### src/rtl/sccb_pkg.sv
// Shared definitions for the SCCB/I2C target register file: FSM state
// encoding, bus direction/acknowledge bit values and the default address.
package sccb_pkg;

  typedef enum logic [3:0] {
    ST_IDLE,
    ST_ADDR,
    ST_ADDR_ACK,
    ST_SUB,
    ST_SUB_ACK,
    ST_WDATA,
    ST_WDATA_ACK,
    ST_RDATA,
    ST_RACK,
    ST_IGNORE
  } sccb_state_e;

  localparam logic SCCB_WRITE = 1'b0;
  localparam logic SCCB_READ  = 1'b1;
  localparam logic ACK        = 1'b0;
  localparam logic NACK       = 1'b1;

  localparam logic [6:0] SCCB_DEFAULT_ADDR = 7'h21;

endpackage

### src/rtl/sccb_target_regfile_sync.sv
// Bus front end: 2-flop synchronizers on SCL/SDA, optional 3-sample majority
// filter (macro I2C_TARGET_GLITCH_FILTER_EN), and registered edge / START /
// STOP detection. Pin-to-event latency is 3 clk (5 clk with the filter).
module i2c_bus_sync (
  input  logic clk,
  input  logic rst_n,
  input  logic scl_i,
  input  logic sda_i,
  output logic scl_rise,
  output logic scl_fall,
  output logic start_det,
  output logic stop_det,
  output logic sda_s
);

  // Bit 1 carries SCL, bit 0 carries SDA throughout.
  logic [1:0] s1_q, s2_q, hist_q, cln;

  // Metastability synchronizers; reset to the idle (released) bus level.
  always_ff @(posedge clk or negedge rst_n) begin
    if (!rst_n) begin
      s1_q <= '1;
      s2_q <= '1;
    end else begin
      s1_q <= {scl_i, sda_i};
      s2_q <= s1_q;
    end
  end

`ifdef I2C_TARGET_GLITCH_FILTER_EN
  logic [1:0] p0_q, p1_q, maj_q;

  // Majority of three consecutive samples rejects single-clock pulses.
  always_ff @(posedge clk or negedge rst_n) begin
    if (!rst_n) begin
      p0_q  <= '1;
      p1_q  <= '1;
      maj_q <= '1;
    end else begin
      p0_q  <= s2_q;
      p1_q  <= p0_q;
      maj_q <= (s2_q & p0_q) | (s2_q & p1_q) | (p0_q & p1_q);
    end
  end

  assign cln = maj_q;
`else
  assign cln = s2_q;
`endif

  // Edge and condition detection; START/STOP only qualify with SCL stably high.
  always_ff @(posedge clk or negedge rst_n) begin
    if (!rst_n) begin
      hist_q    <= '1;
      scl_rise  <= 1'b0;
      scl_fall  <= 1'b0;
      start_det <= 1'b0;
      stop_det  <= 1'b0;
      sda_s     <= 1'b1;
    end else begin
      hist_q    <= cln;
      scl_rise  <= cln[1] & ~hist_q[1];
      scl_fall  <= ~cln[1] & hist_q[1];
      start_det <= cln[1] & hist_q[1] & ~cln[0] & hist_q[0];
      stop_det  <= cln[1] & hist_q[1] & cln[0] & ~hist_q[0];
      sda_s     <= cln[0];
    end
  end

endmodule

### src/rtl/sccb_target_regfile.sv
// SCCB/I2C target modelling a camera-style 8-bit register file: address
// match, sub-address write bursts and sequential reads with pointer wrap.
// Optional input glitch filter: define I2C_TARGET_GLITCH_FILTER_EN.
module sccb_target_regfile
  import sccb_pkg::*;
#(
  parameter logic [6:0]  DEVICE_ADDR = SCCB_DEFAULT_ADDR,
  parameter int unsigned MEM_DEPTH   = 256
) (
  input  logic       clk,
  input  logic       rst_n,
  input  logic       scl_i,
  input  logic       sda_i,
  output logic       sda_oe,
  output logic       busy,
  output logic       wr_strobe,
  output logic [7:0] wr_addr,
  output logic [7:0] wr_data,
  output logic       rd_nack,
  input  logic [7:0] dbg_addr,
  output logic [7:0] dbg_data
);

  localparam int unsigned AW       = $clog2(MEM_DEPTH);
  localparam logic [7:0]  PTR_MASK = 8'(MEM_DEPTH - 1);

  logic scl_rise, scl_fall, start_det, stop_det, sda_s;

  i2c_bus_sync u_sync (
    .clk      (clk),
    .rst_n    (rst_n),
    .scl_i    (scl_i),
    .sda_i    (sda_i),
    .scl_rise (scl_rise),
    .scl_fall (scl_fall),
    .start_det(start_det),
    .stop_det (stop_det),
    .sda_s    (sda_s)
  );

  sccb_state_e state_q, state_d;
  logic [3:0]  bit_q, bit_d;
  logic [7:0]  shift_q, shift_d, ptr_q, ptr_d;
  logic [7:0]  waddr_q, waddr_d, wdata_q, wdata_d;
  logic        oe_q, oe_d, busy_q, busy_d, rw_q, rw_d;
  logic        wstb_q, wstb_d, nack_q, nack_d;
  logic        mem_we;
  logic [7:0]  sbyte, rbyte;
  logic [7:0]  mem [MEM_DEPTH];

  assign sbyte    = {shift_q[6:0], sda_s};
  assign rbyte    = mem[ptr_q[AW-1:0]];
  assign dbg_data = mem[dbg_addr[AW-1:0]];

  // Register file storage; intentionally not reset.
  always_ff @(posedge clk) begin
    if (mem_we) mem[ptr_q[AW-1:0]] <= sbyte;
  end

  // State and output registers.
  always_ff @(posedge clk or negedge rst_n) begin
    if (!rst_n) begin
      state_q <= ST_IDLE;
      bit_q   <= '0;
      shift_q <= '0;
      ptr_q   <= '0;
      waddr_q <= '0;
      wdata_q <= '0;
      oe_q    <= 1'b0;
      busy_q  <= 1'b0;
      rw_q    <= 1'b0;
      wstb_q  <= 1'b0;
      nack_q  <= 1'b0;
    end else begin
      state_q <= state_d;
      bit_q   <= bit_d;
      shift_q <= shift_d;
      ptr_q   <= ptr_d;
      waddr_q <= waddr_d;
      wdata_q <= wdata_d;
      oe_q    <= oe_d;
      busy_q  <= busy_d;
      rw_q    <= rw_d;
      wstb_q  <= wstb_d;
      nack_q  <= nack_d;
    end
  end

  // Protocol FSM: bits sampled on SCL rise, SDA drive changed on SCL fall.
  always_comb begin
    state_d = state_q;
    bit_d   = bit_q;
    shift_d = shift_q;
    ptr_d   = ptr_q;
    waddr_d = waddr_q;
    wdata_d = wdata_q;
    oe_d    = oe_q;
    busy_d  = busy_q;
    rw_d    = rw_q;
    wstb_d  = 1'b0;
    nack_d  = 1'b0;
    mem_we  = 1'b0;
    if (start_det) begin
      state_d = ST_ADDR;
      bit_d   = '0;
      oe_d    = 1'b0;
      busy_d  = 1'b0;
    end else if (stop_det) begin
      state_d = ST_IDLE;
      bit_d   = '0;
      oe_d    = 1'b0;
      busy_d  = 1'b0;
    end else begin
      case (state_q)
        ST_ADDR, ST_SUB, ST_WDATA: begin
          if (scl_rise) begin
            shift_d = sbyte;
            bit_d   = 4'(bit_q + 4'd1);
            if (state_q == ST_WDATA && bit_q == 4'd7) begin
              mem_we  = 1'b1;
              wstb_d  = 1'b1;
              waddr_d = ptr_q;
              wdata_d = sbyte;
              ptr_d   = 8'(ptr_q + 8'd1) & PTR_MASK;
            end
          end else if (scl_fall && bit_q == 4'd8) begin
            bit_d = '0;
            oe_d  = 1'b1;
            if (state_q == ST_SUB) begin
              ptr_d   = shift_q & PTR_MASK;
              state_d = ST_SUB_ACK;
            end else if (state_q == ST_WDATA) begin
              state_d = ST_WDATA_ACK;
            end else if (shift_q[7:1] == DEVICE_ADDR) begin
              state_d = ST_ADDR_ACK;
              busy_d  = 1'b1;
              rw_d    = shift_q[0];
            end else begin
              state_d = ST_IGNORE;
              oe_d    = 1'b0;
            end
          end
        end
        ST_ADDR_ACK: begin
          if (scl_fall) begin
            bit_d = '0;
            if (rw_q == SCCB_WRITE) begin
              state_d = ST_SUB;
              oe_d    = 1'b0;
            end else begin
              state_d = ST_RDATA;
              shift_d = rbyte;
              oe_d    = ~rbyte[7];
            end
          end
        end
        ST_SUB_ACK, ST_WDATA_ACK: begin
          if (scl_fall) begin
            state_d = ST_WDATA;
            oe_d    = 1'b0;
          end
        end
        ST_RDATA: begin
          if (scl_rise) begin
            bit_d = 4'(bit_q + 4'd1);
          end else if (scl_fall) begin
            if (bit_q == 4'd8) begin
              bit_d   = '0;
              oe_d    = 1'b0;
              ptr_d   = 8'(ptr_q + 8'd1) & PTR_MASK;
              state_d = ST_RACK;
            end else begin
              shift_d = {shift_q[6:0], 1'b0};
              oe_d    = ~shift_q[6];
            end
          end
        end
        ST_RACK: begin
          // A NACK ends the read at the sampling edge; a later fall means ACK.
          if (scl_rise && sda_s == NACK) begin
            nack_d  = 1'b1;
            state_d = ST_IGNORE;
          end else if (scl_fall) begin
            state_d = ST_RDATA;
            shift_d = rbyte;
            oe_d    = ~rbyte[7];
          end
        end
        default: ;
      endcase
    end
  end

  assign sda_oe    = oe_q;
  assign busy      = busy_q;
  assign wr_strobe = wstb_q;
  assign wr_addr   = waddr_q;
  assign wr_data   = wdata_q;
  assign rd_nack   = nack_q;

endmodule
### config.mk
export PLATFORM = sky130hd
export DESIGN_NAME = sccb_target_regfile
export DESIGN_NICKNAME = d
export VERILOG_FILES = /design/src/rtl/sccb_pkg.sv /design/src/rtl/sccb_target_regfile_sync.sv /design/src/rtl/sccb_target_regfile.sv
export SDC_FILE = /design/constraint.sdc
export NUM_CORES = 2
export LEC_CHECK = 0
export CORE_ASPECT_RATIO = 1.1
export CORE_MARGIN = 4
export CORE_UTILIZATION = 44
export DETAILED_ROUTE_END_ITERATION = 10
export PLACE_DENSITY = 0.7
export RECOVER_POWER = 50
export SLEW_MARGIN = 20
export SYNTH_ARGS = -nofsm -noshare
export SYNTH_HDL_FRONTEND = slang
export SYNTH_HIERARCHICAL = 1
export SYNTH_SLANG_ARGS = --single-unit
### constraint.sdc
create_clock -name clk -period 13.5 [get_ports clk]
set_input_delay 2.7 -clock clk [delete_from_list [all_inputs] [get_ports clk]]
set_output_delay 2.7 -clock clk [all_outputs]
set_load 0.1 [all_outputs]
==> impl_metrics.py <==
metrics = {
    "worst_setup_path": {
        "worstPathMaxFanout": 83,
        "endpoint_kind": "register",
        "max_stage_delay_ns": 4.40,
        "crit_slowest_cell": "clkbuf_1",
        "cp_cell_sequence": "clkbuf_1, clkbuf_1, mux4_2, a22oi_1, a21oi_1, o41ai_1, and4_1, nand3_1, nand2_1",
        "crit_path_frequent_cell": "clkbuf_1",
        "worstPathArrival_ns": 11.91,
        "startpoint_type": "register",
        "critical_path_required_ns": 14.33,
        "criticalPathCategory": "register to register",
    },
    "synthesis": {
        "async_flop_share": 0.0262,
        "synth_warnings": 6,
        "synth_flop_cell": "edfxtp_1",
        "ys_seq_elements": 2103,
        "synth_top_area_frac": 0.632,
        "synthDistinctLibCells": 56,
        "ys_seq_area_frac": 0.646,
        "avgSynthCellArea_sq_um": 21.3,
        "postSynthCellCount": 4561,
        "synthTopCellsByArea": "edfxtp_1, mux4_2, dfrtp_1",
        "synth-edff-count": 2048,
        "syn_nets": 4579,
        "synth_commonest_cells": "edfxtp_1, mux4_2, nor2_1",
        "synth_top_cell_by_area": "edfxtp_1",
        "synth_area_sq_um": 97300,
        "post-synth-top-count-cell": "edfxtp_1",
    },
    "route": {
        "dr.pass1.iters": 6,
        "dr.first_iter.drc_count": 9027,
        "wire_per_inst_um": 38.7,
        "route.detailed.drc": 0,
        "finalWirelength_um": 295000,
        "ant_nets": 0,
        "vias_per_cell": 7.00,
        "num_vias": 53400,
    },
    "grt": {
        "first_global_vias": 52300,
        "grt_pass1_wl_um": 412000,
        "grt_usage": 0.256,
        "grt_overflow": 0,
        "grt_max_degree": 213,
        "grt_antenna_before_repair": 23,
    },
    "clock_network": {
        "cts_buffers": 204,
        "clock_latency_ns": 0.90,
        "holdBufCountCts": 0,
        "cts_tree": "yes",
        "cts.clk_slew.worst_paths_ns": 0.06,
        "htreeDepth": 4,
        "clk_path_buf_depth": 3,
        "post_cts_resize_count": 0,
        "post_cts_buffers": 0,
        "cts_root_buf": "clkbuf_16",
        "cts.sinks": 2103,
    },
    "timing": {
        "finalWorstSetupSlack_ns": 2.42,
        "finalMaxSlewViolations": 2408,
        "setup_violations": 0,
        "finalSetupTns_ns": 0,
        "finalClockSkew_ns": 0.0653,
        "fin_crit_ns": 11.08,
        "fmaxAchievable_ghz": 0.0902,
        "hold_viol_final": 0,
        "rsz0062_at_grt": "no",
        "tightest_slew_ns": 8.11,
        "maxSlewHeadroom": -4.41,
        "post-route-period-util": 0.821,
    },
    "place": {
        "numPortBuffers": 39,
        "place_hpwl_um": 185000,
        "dpl.cell_count": 7249,
        "dpl_worst_slack_ns": 3.09,
        "gp_congestion": 0.891,
    },
    "layout": {
        "fin_cells": 7632,
        "drive_gt1_frac": 0.363,
        "num-nets-final": 4565,
        "areaGrowthSynthToFinish_pct": 10.2,
        "fin_util": 0.489,
    },
    "worst_hold_path": {
        "hp-class": "register to register",
    },
    "power": {
        "p_leak_nw": 31.4,
        "ir_drop_mv": 0.135,
        "power_density_nw_per_um2": 165,
    },
    "floorplan": {
        "die_h_um": 501,
        "dieArea_sq_um": 229000,
        "initial_core_util": 0.444,
        "io_pins": 40,
        "row_count": 180,
        "die_w_um": 456,
        "core_area_sq_um": 219000,
    },
    "flow_run": {
        "cap_violations": 31,
    },
    "status": {
        "outcome": "finished, violations left",
        "violations": "max-capacitance violations, max-slew violations",
    },
}
-- flip-flops by register name, summed over array words and instances (netlist names), 2 cells and up --
signal	cells
bit_q	4
mem	2048
ptr_q	8
shift_q	8
state_q	4
u_sync/cln	2
u_sync/hist_q	2
u_sync/s1_q	2
wr_addr	8
wr_data	8
-- final cells by class --
cell class                 count  area, sq um
fill                       17500       112000
tap                         2912         3640
clock inverter               111         1070
antenna                        9         22.5
sequential                  2103        62900
multi-input combinational   2062        32800
timing repair buffer         164         1410
inverter                      12         45.0
clock buffer                 259         5310
-- layout by cell type, fill, tap and decap left out, types with 24 or more instances in the layout --
master,netlist,final
buf_4,18,87
nor2_1,288,267
edfxtp_1,2048,2048
clkbuf_1,185,78
clkbuf_16,0,204
nand2_1,72,63
mux4_2,1253,1253
clkinv_2,0,34
a22oi_1,147,147
clkinv_1,0,41
dfrtp_1,49,44
o21ai_0,29,29
clkdlybuf4s50_1,0,30
a21oi_1,85,85
nand3_1,28,24
-- cells by family (layout without fill, tap and decap cells) --
kind of cell             Yosys count  in the layout  synth area share
flip-flops                      2103           2103             0.646
multiplexers                    1281           1281             0.293
AND/OR/NAND/NOR                  460            460            0.0201
buffers and inverters            396            546            0.0183
AO/OA/AOI/OAI                    314            314            0.0217
adder cells (fa/ha/maj)            6              6          0.000771
XOR/XNOR                           1              1         0.0000900
other                              0              9                 0
-- metal layers --
| metal | routed length, um | up-vias | track usage |
|---|---|---|---|
| met5 | 35 | - | 0 |
| met4 | 17500 | 6 | 0.126 |
| met3 | 36900 | 720 | 0.0684 |
| met2 | 138000 | 3911 | 0.392 |
| met1 | 103000 | 28700 | 0.344 |
| li1 | - | 20100 | - |
-- worst max-delay path, delay by kind of cell, from the launching register on --
| family | cells | cell delay [ns] |
|---|---|---|
| muxes | 1 | 0.52 |
| buffers and inverters | 2 | 6.65 |
| DFF | 1 | 1.64 |
| and+or+nand+nor | 3 | 0.79 |
| AOI/OAI and AO/OA | 3 | 1.28 |
-- metrics by stage --
step / hold slack [ns] / area, sq um / power, mW
CTS: 0.343 / 107000 / 17.5
global placement: 0.347 / 101000 / 12.0
finish: 0.360 / 107000 / 17.7
detailed placement: 0.349 / 101000 / 12.0
floorplan: 0.345 / 97300 / 10.6
global route: 0.367 / 107000 / 18.2
-- final timing paths --
path	end	cells past startpoint	slack, ns	startpoint
max in group asynchronous	ptr_q[0]	2	8.13	rst_n
worst min register to register	u_sync/cln[1]	0	0.36	u_sync/s1_q[1]
min in group asynchronous	wr_addr[0]	2	3.00	rst_n
worst min-delay path	u_sync/cln[1]	0	0.36	u_sync/s1_q[1]
worst max register to register	sda_oe	9	2.42	ptr_q[1]
worst max-delay path	sda_oe	9	2.42	ptr_q[1]
-- power breakdown --
| part | total [mW] | internal [mW] | switching [mW] | leakage, nW |
|---|---|---|---|---|
| clock network | 5.57 | 3.06 | 2.51 | 3.10 |
| logic | 3.77 | 1.35 | 2.42 | 9.34 |
| registers | 8.38 | 8.04 | 0.343 | 19.0 |
| total | 17.7 | 12.5 | 5.28 | 31.4 |
(Power assumes the default switching activity.)
